**config.mk**
```make
export PLATFORM = sky130hd
export DESIGN_NAME = fifo1_enq_arbiter_flat
export DESIGN_NICKNAME = d
export VERILOG_FILES = /design/src/rtl/fifo1_enq_arbiter_pkg.sv /design/src/rtl/fifo1_enq_arbiter_if.sv /design/src/rtl/fifo1_enq_arbiter_pipe.sv /design/src/rtl/fifo1_enq_arbiter.sv /design/src/flat_wrapper.sv
export SDC_FILE = /design/constraint.sdc
export NUM_CORES = 1
export LEC_CHECK = 0
export BUFFER_PORTS_ARGS = -buffer_cell sky130_fd_sc_hd__buf_4
export CORE_MARGIN = 1
export CORE_UTILIZATION = 46
export DETAILED_ROUTE_END_ITERATION = 8
export PLACE_DENSITY = 0.88
export RECOVER_POWER = 25
export SLEW_MARGIN = 30
export SYNTH_ARGS = -nofsm -noshare
export SYNTH_HDL_FRONTEND = slang
export SYNTH_SLANG_ARGS = --single-unit
```
**constraint.sdc**
```tcl
create_clock -name CLK -period 12.3 [get_ports CLK]
set_clock_uncertainty 0.1 [all_clocks]
set_input_delay 3.69 -clock CLK [delete_from_list [all_inputs] [get_ports CLK]]
set_output_delay 3.69 -clock CLK [all_outputs]
set_load 0.005 [all_outputs]
```
**src/rtl/fifo1_enq_arbiter_pkg.sv**
```systemverilog
// Shared helpers for the arbitrated Fifo1: width derivation and the
// round-robin scan used to pick the next enqueuing requester.
package fifo1_arb_pkg;

  localparam int MAXREQ = 16;
  localparam int MAXIDW = 4;

  typedef struct packed {
    logic              valid;
    logic [MAXIDW-1:0] idx;
  } pick_t;

  function automatic int clog2(input int n);
    int r;
    r = 0;
    while ((1 << r) < n) begin
      r = r + 1;
    end
    return r;
  endfunction

  function automatic int id_width(input int n);
    return (clog2(n) < 1) ? 1 : clog2(n);
  endfunction

  // First set bit of want scanning start+1, start+2, ... wrapping, start last.
  function automatic pick_t rr_pick(input logic [MAXREQ-1:0] want,
                                    input int nreq, input int start);
    pick_t             p;
    int                i;
    logic [MAXIDW-1:0] sel;
    p = '0;
    for (int k = 1; k <= MAXREQ; k++) begin
      if (k <= nreq) begin
        i = start + k;
        if (i >= nreq) i = i - nreq;
        sel = MAXIDW'(i);
        if (!p.valid && want[sel]) begin
          p.valid = 1'b1;
          p.idx   = sel;
        end
      end
    end
    return p;
  endfunction

endpackage

```
**src/rtl/fifo1_enq_arbiter_if.sv**
```systemverilog
// Requester-side enqueue bus plus consumer-side Fifo1 bus of the shared buffer.
interface fifo1_enq_arbiter_if #(
  parameter int WIDTH = 32,
  parameter int NREQ  = 4
);
  localparam int IDW = fifo1_arb_pkg::id_width(NREQ);

  logic [NREQ-1:0]       req_want;
  logic [NREQ-1:0]       req_enq__ENA;
  logic [NREQ*WIDTH-1:0] req_enq_v;
  logic [NREQ-1:0]       req_enq__RDY;
  logic                  out_deq__ENA;
  logic                  out_deq__RDY;
  logic [WIDTH-1:0]      out_first;
  logic [IDW-1:0]        out_first_id;
  logic                  out_first__RDY;
  logic                  err;

  modport master (
    output req_want, req_enq__ENA, req_enq_v, out_deq__ENA,
    input  req_enq__RDY, out_deq__RDY, out_first, out_first_id,
           out_first__RDY, err
  );

  modport slave (
    input  req_want, req_enq__ENA, req_enq_v, out_deq__ENA,
    output req_enq__RDY, out_deq__RDY, out_first, out_first_id,
           out_first__RDY, err
  );
endinterface

```
**src/rtl/fifo1_enq_arbiter_pipe.sv**
```systemverilog
// Single-entry pipeline Fifo1: accepts a new word in the same cycle the old
// one is dequeued, so a continuously drained buffer moves one word per cycle.
module fifo1_pipe #(
  parameter int W = 32
) (
  input  logic         CLK,
  input  logic         RST,
  input  logic         in_enq__ENA,
  input  logic [W-1:0] in_enq_v,
  output logic         in_enq__RDY,
  input  logic         out_deq__ENA,
  output logic         out_deq__RDY,
  output logic [W-1:0] out_first,
  output logic         out_first__RDY
);
  logic         full;
  logic [W-1:0] element;

  assign in_enq__RDY = ~full | out_deq__ENA;

  always_ff @(posedge CLK or posedge RST) begin
    if (RST) begin
      full    <= 1'b0;
      element <= '0;
    end else if (in_enq__ENA & in_enq__RDY) begin
      element <= in_enq_v;
      full    <= 1'b1;
    end else if (out_deq__ENA & full) begin
      full <= 1'b0;
    end
  end

  assign out_deq__RDY   = full;
  assign out_first__RDY = full;
  assign out_first      = element;
endmodule

```
**src/rtl/fifo1_enq_arbiter.sv**
```systemverilog
// Round-robin arbiter with bounded burst lock feeding one shared Fifo1;
// each stored word is tagged with the id of the requester that wrote it.
module fifo1_enq_arbiter
  import fifo1_arb_pkg::*;
#(
  parameter int WIDTH = 32,
  parameter int NREQ  = 4,
  parameter int BURST = 2
) (
  input logic CLK,
  input logic RST,
  fifo1_enq_arbiter_if.slave bus
);
  localparam int IDW = id_width(NREQ);
  localparam int BCW = id_width(BURST);
  localparam logic [BCW-1:0] BMAX = BCW'(BURST - 1);

  logic [IDW-1:0]       ptr;
  logic [BCW-1:0]       bcnt;
  logic                 held;
  logic                 err_q;
  logic                 full;
  logic                 first_rdy;
  logic                 space;
  logic                 lock;
  logic                 win_valid;
  logic                 enq_fire;
  logic                 bad;
  logic [IDW-1:0]       winner;
  logic [NREQ-1:0]      rdy;
  pick_t                pick;
  logic [WIDTH-1:0]     enq_data;
  logic [WIDTH+IDW-1:0] pipe_first;

  // held marks that ptr names a real grant; right after reset ptr only seeds
  // the scan, so it must not lock requester NREQ-1 in ahead of requester 0.
  always_comb begin
    pick      = rr_pick(MAXREQ'(bus.req_want), NREQ, int'(ptr));
    lock      = held & bus.req_want[ptr] & (bcnt < BMAX);
    win_valid = lock | pick.valid;
    winner    = lock ? ptr : IDW'(pick.idx);
    rdy       = '0;
    if (space & win_valid) rdy[winner] = 1'b1;
    enq_fire  = |(bus.req_enq__ENA & rdy);
    bad       = (|(bus.req_enq__ENA & ~rdy)) | (bus.out_deq__ENA & ~full);
  end

  assign enq_data = bus.req_enq_v[winner*WIDTH +: WIDTH];

  always_ff @(posedge CLK or posedge RST) begin
    if (RST) begin
      ptr   <= IDW'(NREQ - 1);
      bcnt  <= '0;
      held  <= 1'b0;
      err_q <= 1'b0;
    end else begin
      err_q <= err_q | bad;
      if (enq_fire) begin
        held <= 1'b1;
        ptr  <= winner;
        if (winner == ptr) begin
          bcnt <= (bcnt == BMAX) ? bcnt : bcnt + 1'b1;
        end else begin
          bcnt <= '0;
        end
      end
    end
  end

  fifo1_pipe #(.W(WIDTH + IDW)) u_pipe (
    .CLK            (CLK),
    .RST            (RST),
    .in_enq__ENA    (enq_fire),
    .in_enq_v       ({winner, enq_data}),
    .in_enq__RDY    (space),
    .out_deq__ENA   (bus.out_deq__ENA),
    .out_deq__RDY   (full),
    .out_first      (pipe_first),
    .out_first__RDY (first_rdy)
  );

  assign bus.req_enq__RDY   = rdy;
  assign bus.out_deq__RDY   = full;
  assign bus.out_first__RDY = first_rdy;
  assign bus.out_first      = pipe_first[WIDTH-1:0];
  assign bus.out_first_id   = pipe_first[WIDTH +: IDW];
  assign bus.err            = err_q;
endmodule
```
**src/flat_wrapper.sv**
```systemverilog
// flat-port wrapper written by rule: the top's interface ports become plain ports
module fifo1_enq_arbiter_flat import fifo1_arb_pkg::*;
#(
  parameter int WIDTH = 32,
  parameter int NREQ  = 4,
  parameter int BURST = 2
)
  (CLK, RST, bus_req_want, bus_req_enq__ENA, bus_req_enq_v, bus_out_deq__ENA, bus_req_enq__RDY, bus_out_deq__RDY, bus_out_first, bus_out_first_id, bus_out_first__RDY, bus_err);
  fifo1_enq_arbiter_if #(.WIDTH(WIDTH), .NREQ(NREQ)) bus_i ();
  input logic CLK;
  input logic RST;
  input wire logic [$bits(bus_i.req_want)-1:0] bus_req_want;
  input wire logic [$bits(bus_i.req_enq__ENA)-1:0] bus_req_enq__ENA;
  input wire logic [$bits(bus_i.req_enq_v)-1:0] bus_req_enq_v;
  input wire logic [$bits(bus_i.out_deq__ENA)-1:0] bus_out_deq__ENA;
  output wire logic [$bits(bus_i.req_enq__RDY)-1:0] bus_req_enq__RDY;
  output wire logic [$bits(bus_i.out_deq__RDY)-1:0] bus_out_deq__RDY;
  output wire logic [$bits(bus_i.out_first)-1:0] bus_out_first;
  output wire logic [$bits(bus_i.out_first_id)-1:0] bus_out_first_id;
  output wire logic [$bits(bus_i.out_first__RDY)-1:0] bus_out_first__RDY;
  output wire logic [$bits(bus_i.err)-1:0] bus_err;
  assign bus_i.req_want = bus_req_want;
  assign bus_i.req_enq__ENA = bus_req_enq__ENA;
  assign bus_i.req_enq_v = bus_req_enq_v;
  assign bus_i.out_deq__ENA = bus_out_deq__ENA;
  assign bus_req_enq__RDY = bus_i.req_enq__RDY;
  assign bus_out_deq__RDY = bus_i.out_deq__RDY;
  assign bus_out_first = bus_i.out_first;
  assign bus_out_first_id = bus_i.out_first_id;
  assign bus_out_first__RDY = bus_i.out_first__RDY;
  assign bus_err = bus_i.err;
  fifo1_enq_arbiter #(.WIDTH(WIDTH), .NREQ(NREQ), .BURST(BURST)) u_core (.CLK(CLK), .RST(RST), .bus(bus_i));
endmodule
```
# Yosys cells after proc, flatten, opt, wreduce, memory -nomap -nowiden
# Index checks and enable logic that the tools add are counted.
# op_classes
add_sub_neg	9
n_mul	0
n_div	0
order_cmp	12
eq_ne	1
shifts	1
n_mux	26
bitwise_logic	14
reduce_logical	10
# op_table
op	count
32-bit by 4-bit greater-or-equal comparator with 1-bit output (second input constant)	4
128-bit by 8-bit indexed part select with 32-bit output	1
4-bit by 5-bit less-than comparator with 1-bit output (second input constant)	4
4-bit two-way mux	5
5-bit two-way mux	4
1-bit binary-select mux with 4-bit select	4
4-bit subtractor (second input constant)	4
1-bit two-way mux	10
4-bit bitwise AND	2
4-bit OR reduction	2
2-bit by 2-bit adder with 3-bit output (second input constant)	2
1-bit bitwise AND	6
2-bit by 3-bit less-than comparator with 1-bit output (second input constant)	2
2-bit by 3-bit adder with 4-bit output (second input constant)	1
1-bit logical AND	4
4-bit NOT	1
1-bit bitwise OR	4
2-bit by 1-bit adder with 3-bit output (second input constant)	1
1-bit logical NOT	3
1-bit binary-select mux with 2-bit select	1
1-bit demux with 2-bit select	1
2-bit equality test	1
2-bit by 1-bit greater-or-equal comparator with 1-bit output (second input constant)	1
2-bit two-way mux	1
4 further kinds	4
# word_totals
ff_bits	40
latch_bits	0
ramBits	0
romBits	0
in_bits	139
out_inout_bits	41
word_cells	79
mem_count	0

# Depth between registers and ports, before layout
# Gate-level depths: netlist of run 1.
# logic_depth
ltp_word	26
mapped_depth	14
mapped_depth_nobuf	10

# By module
# A second synthesis of run 1 with hierarchy kept.
# unflattened
cells_unflattened	192
area_unflattened_um2	2937.8
# by_module_without_submodules
module	n_inst	cells_per_inst	area_per_inst_um2	seq_area_each_um2
fifo1_pipe	1	77	1475.2	875.8
fifo1_enq_arbiter	1	115	1462.7	127.6

# Worst setup path after synthesis of run 1
# OpenSTA, ideal clock, no wires.
# synth_path
path_type	input-to-output
start	in bus_req_want[0]
end	out bus_req_enq__RDY[1]
t_arrival_ps	5405
required_time_ps	8510
slack_ps	3105
cell_stages	8
n_path_buf	2
cell_sequence	mux2_4 -> and2_1 -> o311a_1 -> a211o_1 -> nand2_1 -> buf_6 -> clkbuf_1 -> and2_1
# synth_via
elab_chain_len	18
word_cells_on_any_way	31
cone_classes	order compare (2); mux (18); bitwise (4); reduce/logical (7)
# synth_rtl
element	line	source
from (decl)	flat_wrapper.sv:12	input wire logic [$bits(bus_i.req_want)-1:0] bus_req_want;
1-bit binary-select mux with 4-bit select	fifo1_enq_arbiter_pkg.sv:38	if (!p.valid && want[sel]) begin
1-bit two-way mux (not written as such)	fifo1_enq_arbiter_pkg.sv:38	
5-bit two-way mux	fifo1_enq_arbiter_pkg.sv:38	
1-bit logical NOT	fifo1_enq_arbiter_pkg.sv:38	
1-bit logical AND	fifo1_enq_arbiter_pkg.sv:38	
5-bit two-way mux	fifo1_enq_arbiter_pkg.sv:38	
1-bit logical NOT	fifo1_enq_arbiter_pkg.sv:38	
1-bit logical AND	fifo1_enq_arbiter_pkg.sv:38	
[2 not listed]	-	
1-bit logical AND	fifo1_enq_arbiter_pkg.sv:38	
5-bit two-way mux	fifo1_enq_arbiter_pkg.sv:38	
2-bit two-way mux	fifo1_enq_arbiter.sv:41	winner = lock ? ptr : IDW'(pick.idx);
2-bit by 3-bit less-than comparator with 1-bit output (not written as such) or 2-bit by 1-bit greater-or-equal comparator with 1-bit output (tied branches)	fifo1_enq_arbiter.sv:43	if (space & win_valid) rdy[winner] = 1'b1;
1-bit logical AND (not written as such)	fifo1_enq_arbiter.sv:43	
1-bit two-way mux (not written as such)	fifo1_enq_arbiter.sv:43	
1-bit demux with 2-bit select	-	
4-bit two-way mux (*)	fifo1_enq_arbiter.sv:43	
to (decl)	flat_wrapper.sv:16	output wire logic [$bits(bus_i.req_enq__RDY)-1:0] bus_req_enq__RDY;
# Every way passes the cells marked *; elsewhere a longest branch is shown, timed or not. The select of a mux whose other input is x is not followed.

# Worst setup path after layout of run 1
# layout_path
start	in bus_req_want[0]
end	out bus_req_enq__RDY[0]
# Same word-level chain as after synthesis.

==> results.py, run 1 <==
metrics = {
    "synth": {
        "ys.warnings.count": 0,
        "synth.avg_cell_area_um2": 8.59,
        "async_reset_ff_share_pct": 100,
        "synth_area_mm2": 0.00290,
        "synth-seq-cells": 40,
        "syn_nets": 482,
        "synth_edf_count": 0,
        "ys_types": 39,
        "ys.flop_type": "dfrtp_1",
        "syn-instance-count": 338,
        "ys_seq_area_share_pct": 34.6,
    },
    "power_and_ir_drop": {
        "swShare_pct": 47.2,
        "total_switching_power_uw": 747,
        "pwr-share-clk_pct": 5.2,
        "irDropWorstVdd_mv": 0.235,
        "seqPwrFrac_pct": 16.5,
        "power.total_mw": 1.58,
        "p_per_area_mw_per_mm2": 365,
        "p_int_uw": 834,
        "p_comb_share_pct": 78.3,
        "p_leak_nw": 2.11,
    },
    "global_route": {
        "grt_overflow": 0,
        "grt_usage_pct": 27.5,
        "grt_first_pass_wirelength_um": 14000,
        "antenna_found_initial": 0,
        "grt_max_degree": 66,
        "grt_pass1_vias": 3129,
    },
    "die": {
        "core-area_mm2": 0.00599,
        "dieArea_mm2": 0.00663,
        "die_x_um": 81.4,
        "die_h_um": 81.4,
        "rows": 28,
        "initial_core_util_pct": 48.5,
        "ios": 180,
    },
    "sta": {
        "worst_pin_slew_ns": 2.23,
        "fin_setup_tns_ns": 0,
        "finalCriticalPeriod_ns": 10.00,
        "period_share_pct": 81.3,
        "maxSlewHeadroom_pct": -48.6,
        "rsz0062_at_grt": "no",
        "slew_violations": 41,
        "fmax_ghz": 0.100,
        "finalHoldViolCount": 0,
        "setup_viol": 0,
    },
    "clock_network": {
        "cts_sinks": 40,
        "hold_buffers": 0,
        "clk_latency_ns": 0.28,
        "cts_buffer_depth": 2,
        "cts_tree": "yes",
        "cts_root_buf": "clkbuf_8",
        "clkTransAtPathRegs_ns": 0.07,
        "numCtsBuffers": 5,
        "htreeDepth": 2,
        "ctsResizeCount": 0,
        "cts_setup_buffers": 0,
    },
    "worst_setup_path": {
        "critPathKind": "in -> out",
        "critPathMaxFanout": 43,
        "r2r_cells": 12,
        "cp.required_ns": 8.51,
        "startpoint_type": "input pin",
        "worstPathArrival_ns": 6.21,
        "crit_path_end_kind": "output pin",
    },
    "status": {
        "violations": "max-capacitance violations, max-slew violations",
        "status": "finished, violations left",
    },
    "drt": {
        "firstDrtPassIters": 4,
        "drc_errors": 0,
        "first_iter_violations": 154,
        "vias_per_cell": 5.61,
        "ant_nets": 0,
        "vias": 3226,
        "routedWlPerCell_um": 15.8,
        "routed_wl_um": 9060,
    },
    "layout": {
        "syn_to_final_growth_pct": 49.2,
        "most-common-layout-cells": "buf_4 (181), nand2_1 (97), dfrtp_1 (38), a21oi_1 (37), mux2_2 (33)",
        "fillers": 470,
        "drive_above_1_share_pct": 46.8,
        "nets": 644,
        "diodes": 0,
        "multiInputGateArea_mm2": 0.00176,
        "register_area_mm2": 0.00100,
        "layout_commonest_cell": "buf_4",
    },
    "placement": {
        "io_buffers": 179,
        "hpwl_um": 6940,
        "routabilityCongestion": 0.922,
    },
    "run": {
        "cap_violations": 1,
    },
    "worst_hold_path": {
        "hp-class": "reg -> reg",
        "holdPathStages": 1,
    },
}
[per-stage QoR]
stage / hold WS [ns] / cells / setup WS (ns) / cell area [um^2] / utilization, %
CTS: 0.368 / 575 / 2.32 / 4340 / 72.4
global route: 0.372 / 575 / 2.18 / 4330 / 72.3
finish: 0.366 / 575 / 2.30 / 4330 / 72.3
detailed placement: 0.349 / 568 / 2.33 / 4260 / 71.1
floorplan: 0.326 / 338 / 3.11 / 2900 / -
global placement: 0.346 / 568 / 2.37 / 4250 / 71.0
[power by group through the flow]
stage,sequential [mW],clock [mW],combinational (mW)
floorplan,0.253,0,0.940
global placement,0.259,0,1.19
detailed placement,0.262,0,1.24
CTS,0.261,0.0846,1.24
global route,0.270,0.0902,1.36
finish,0.261,0.0825,1.24
[Yosys cell counts, types with 2 or more instances]
cell / count / area share [%]
nor2_1: 5 / 0.65
mux2i_1: 5 / 1.7
buf_2: 2 / 0.34
nand2_1: 98 / 13
nor2b_1: 2 / 0.43
nor3_1: 5 / 0.86
a22oi_1: 3 / 0.78
o21ai_0: 2 / 0.34
buf_6: 4 / 1.6
ha_1: 5 / 2.2
a21oi_1: 38 / 6.6
a32oi_1: 32 / 9.7
nand2b_1: 3 / 0.65
a21boi_0: 2 / 0.52
dfrtp_1: 38 / 33
mux2_4: 6 / 3.1
mux2_2: 33 / 13
nand3_1: 3 / 0.52
inv_1: 6 / 0.78
clkbuf_1: 20 / 2.6
buf_4: 2 / 0.52
dfstp_2: 2 / 1.8
a21o_1: 4 / 1.0
and2_1: 3 / 0.65
[layout make-up]
class / instances / share of cell area [%]
inverters: 6 / 0.520
multi-input cells: 264 / 40.7
clock buffers: 6 / 1.68
clock inverters: 1 / 0.116
flip-flops and latches: 40 / 23.2
repair buffers: 183 / 31.6
well taps: 75 / 2.17
[cell families after synthesis]
| kind of cell | share of synthesized area, % |
|---|---|
| DFF | 34.6 |
| and+or+nand+nor | 17.6 |
| AOI/OAI and AO/OA | 22.2 |
| buffers and inverters | 5.78 |
| muxes | 17.6 |
| adders and majority gates | 2.16 |
[critical path, stage by stage]
cell and delay (ns):
buf_4 0.12, mux2_4 0.29, and2_1 0.19, o311a_1 0.37, a211o_1 0.31, nand2_2 0.43, buf_4 0.48, nor3_1 0.14
buf_4 0.17
[final timing paths]
check / from / end / slack, ns
max: bus_req_want[0] / bus_req_enq__RDY[0] / 2.30
min: u_core.held / u_core.held / 0.37
max reg2reg: u_core.ptr[1] / u_core.u_pipe.out_first[24] / 7.10
min reg2reg: u_core.held / u_core.held / 0.37
max in group asynchronous: RST / u_core.u_pipe.out_first[33] / 6.71
min in group asynchronous: RST / u_core.u_pipe.out_first[13] / 4.11
[layer usage]
| layer | global-route usage, % | vias up | part of all wire, % |
|---|---|---|---|
| li1 | - | 1541 | - |
| met1 | 31.0 | 1529 | 38 |
| met2 | 50.2 | 139 | 52 |
| met3 | 8.44 | 17 | 8.3 |
| met4 | 6.43 | 0 | 1.7 |
| met5 | 0 | - | 0 |
[flip-flops by register name, indices dropped and copies added (netlist names)]
name	count
u_core.bus.err	1
u_core.u_pipe.out_first	34
u_core.held	1
u_core.ptr	2
u_core.bcnt	1
u_core.u_pipe.out_deq__RDY	1
Note: power is estimated with default switching activity, not from simulation.
==> run 2: changes to the inputs <==
--- a/config.mk
+++ b/config.mk
@@ -7,9 +7,9 @@
 export LEC_CHECK = 0
 export BUFFER_PORTS_ARGS = -buffer_cell sky130_fd_sc_hd__buf_4
 export CORE_MARGIN = 1
-export CORE_UTILIZATION = 46
+export CORE_UTILIZATION = 44
 export DETAILED_ROUTE_END_ITERATION = 8
-export PLACE_DENSITY = 0.88
+export PLACE_DENSITY = 0.85
 export RECOVER_POWER = 25
 export SLEW_MARGIN = 30
 export SYNTH_ARGS = -nofsm -noshare
==> constraint.sdc (replaced) <==
create_clock -name CLK -period 9.9 [get_ports CLK]
set_clock_uncertainty 0.1 [all_clocks]
set_input_delay 2.97 -clock CLK [delete_from_list [all_inputs] [get_ports CLK]]
set_output_delay 2.97 -clock CLK [all_outputs]
set_load 0.005 [all_outputs]
==> run 2 against run 1 <==
Against the previous run:
- the flow still finishes with violations (max-capacitance violations, max-slew violations)
- global-route usage shrank 3.4 points
- largest power group unchanged
- first-iteration DRC count shrank 16%
- largest cell class unchanged
- worst hold slack gained 0.020 ns
- sequential share of layout area shrank 0.10 points
- highest routed layer unchanged
- die area grew 4.4%
- register-to-register slack lost 1.9 ns
==> results.py, run 2 (synthesis gave the netlist of run 1 again) <==
metrics = {
    "clock_network": {
        "clkTransAtPathRegs_ns": 0.07,
        "ctsResizeCount": 0,
        "clk_latency_ns": 0.28,
        "cts_setup_buffers": 0,
        "cts_sinks": 40,
        "hold_buffers": 0,
        "cts_root_buf": "clkbuf_8",
        "cts_buffer_depth": 2,
        "numCtsBuffers": 5,
        "cts_tree": "yes",
        "htreeDepth": 2,
    },
    "worst_setup_path": {
        "reg2reg_from": "u_core.ptr[1]",
        "setup.reg_to_reg.worst_slack_ns": 5.21,
        "crit_buf_inv": 2,
        "worstPathArrival_ns": 4.94,
        "critPathMaxFanout": 6,
        "worstSetupPathDepth": 9,
        "cpLargestDelayFamily": "compound AO/OA/AOI/OAI gates",
        "startpoint_type": "input pin",
        "cp_cell_sequence": "buf_4 > mux2_2 > a22oi_1 > and4_1 > o21a_1 > a21o_1 > nand3_1 > a21oi_1 > buf_4",
        "critPathKind": "in -> out",
        "cp.required_ns": 6.83,
        "cpMaxStageDelayCell": "a22oi_1",
        "cp_common_cell": "buf_4",
        "r2r-end": "u_core.u_pipe.out_first[12]",
        "cp-endpoint": "bus_req_enq__RDY[3]",
        "cp-startpoint": "bus_req_want[2]",
        "r2r_cells": 12,
        "cp_slowest_stage_delay_ns": 0.33,
        "crit_path_end_kind": "output pin",
    },
    "layout": {
        "nets": 645,
        "largest_register_ffs": 34,
        "layout_commonest_cell": "buf_4",
        "design_area_mm2": 0.00435,
        "diodes": 0,
        "most-common-layout-cells": "buf_4 (182), nand2_1 (97), dfrtp_1 (38), a21oi_1 (37), mux2_2 (33)",
        "drive_above_1_share_pct": 47.2,
        "postLayoutCoreUtil_pct": 68.5,
        "syn_to_final_growth_pct": 49.9,
    },
    "placement": {
        "place_area_mm2": 0.00426,
        "hpwl_um": 6270,
        "routabilityCongestion": 0.854,
        "io_buffers": 179,
    },
    "global_route": {
        "grt_first_pass_wirelength_um": 13900,
        "grt_usage_pct": 24.1,
        "grt_overflow": 0,
        "grt_max_degree": 72,
        "grt_pass1_vias": 3047,
        "antenna_found_initial": 0,
    },
    "sta": {
        "slew_violations": 41,
        "fin_setup_tns_ns": 0,
        "finalCriticalPeriod_ns": 8.01,
        "setup_viol": 0,
        "worst_pin_slew_ns": 2.07,
        "finalHoldViolCount": 0,
        "fmax_ghz": 0.125,
        "period_share_pct": 80.9,
        "rsz0062_at_grt": "no",
        "maxSlewHeadroom_pct": -37.7,
    },
    "die": {
        "die_h_um": 83.2,
        "die_x_um": 83.2,
        "ios": 180,
        "core-area_mm2": 0.00635,
        "rows": 29,
        "dieArea_mm2": 0.00693,
        "initial_core_util_pct": 45.7,
    },
    "worst_hold_path": {
        "hp-class": "reg -> reg",
    },
    "status": {
        "violations": "max-capacitance violations, max-slew violations",
        "status": "finished, violations left",
    },
    "drt": {
        "routed_wl_um": 8400,
        "routedWlPerCell_um": 14.5,
        "vias": 3199,
        "first_iter_violations": 130,
        "ant_nets": 0,
        "drc_errors": 0,
        "firstDrtPassIters": 4,
        "vias_per_cell": 5.53,
    },
    "power_and_ir_drop": {
        "p_per_area_mw_per_mm2": 451,
        "irDropWorstVdd_mv": 0.782,
        "p_leak_nw": 2.12,
    },
    "run": {
        "cap_violations": 1,
    },
}
run 2: worst reg2reg max path: stages (launching register included):
cell,delay [ns]
dfstp_2,0.71
inv_1,0.17
ha_1,0.39
a21boi_0,0.26
a22oi_1,0.17
o311a_1,0.36
a211o_1,0.31
nand2_2,0.10
buf_4,0.56
mux2i_1,0.45
a2bb2oi_4,0.15
buf_4,0.45
mux2_2,0.42
run 2: power by group:
part	total [mW]	leakage [nW]	switching, mW	internal [mW]
Clock	0.110	0.0510	0.0545	0.0556
Combinational	1.53	1.61	0.804	0.726
Sequential	0.323	0.460	0.0577	0.265
run 2: worst min path at each step:
stage | slack (ns) | depth (start not counted) | from | end
2_1_floorplan | 0.33 | 1 | u_core.held | u_core.held
3_3_place_gp | 0.35 | 1 | u_core.held | u_core.held
3_5_place_dp | 0.37 | 1 | u_core.held | u_core.held
4_1_cts | 0.39 | 1 | u_core.held | u_core.held
5_1_grt | 0.40 | 1 | u_core.held | u_core.held
6_report | 0.39 | 1 | u_core.held | u_core.held
run 2: per-stage QoR:
step / total power, mW / worst slack (ns) / hold WS, ns / cells
after floorplan: 1.48 / 2.15 / 0.326 / 338
after global placement: 1.80 / 2.01 / 0.349 / 571
after detailed placement: 1.86 / 1.93 / 0.368 / 571
after CTS: 1.98 / 1.93 / 0.385 / 579
after global routing: 2.15 / 1.77 / 0.398 / 579
final: 1.96 / 1.89 / 0.386 / 579
run 2: layout make-up:
class | instances | area, um^2
Timing Repair Buffer | 184 | 1380
Fill cell | 499 | 2000
Inverter | 6 | 22.5
Clock buffer | 6 | 82.6
Clock inverter | 2 | 10.0
Multi-Input combinational cell | 264 | 1760
Tap cell | 77 | 96.3
Sequential cell | 40 | 1000
run 2: routing by layer:
metal	part of all wire [%]	vias up	GRT usage, %
met5	0	-	0
met4	1.6	0	7.99
met3	7.5	15	3.78
met2	50	155	43.5
met1	40	1484	29.0
li1	-	1545	-
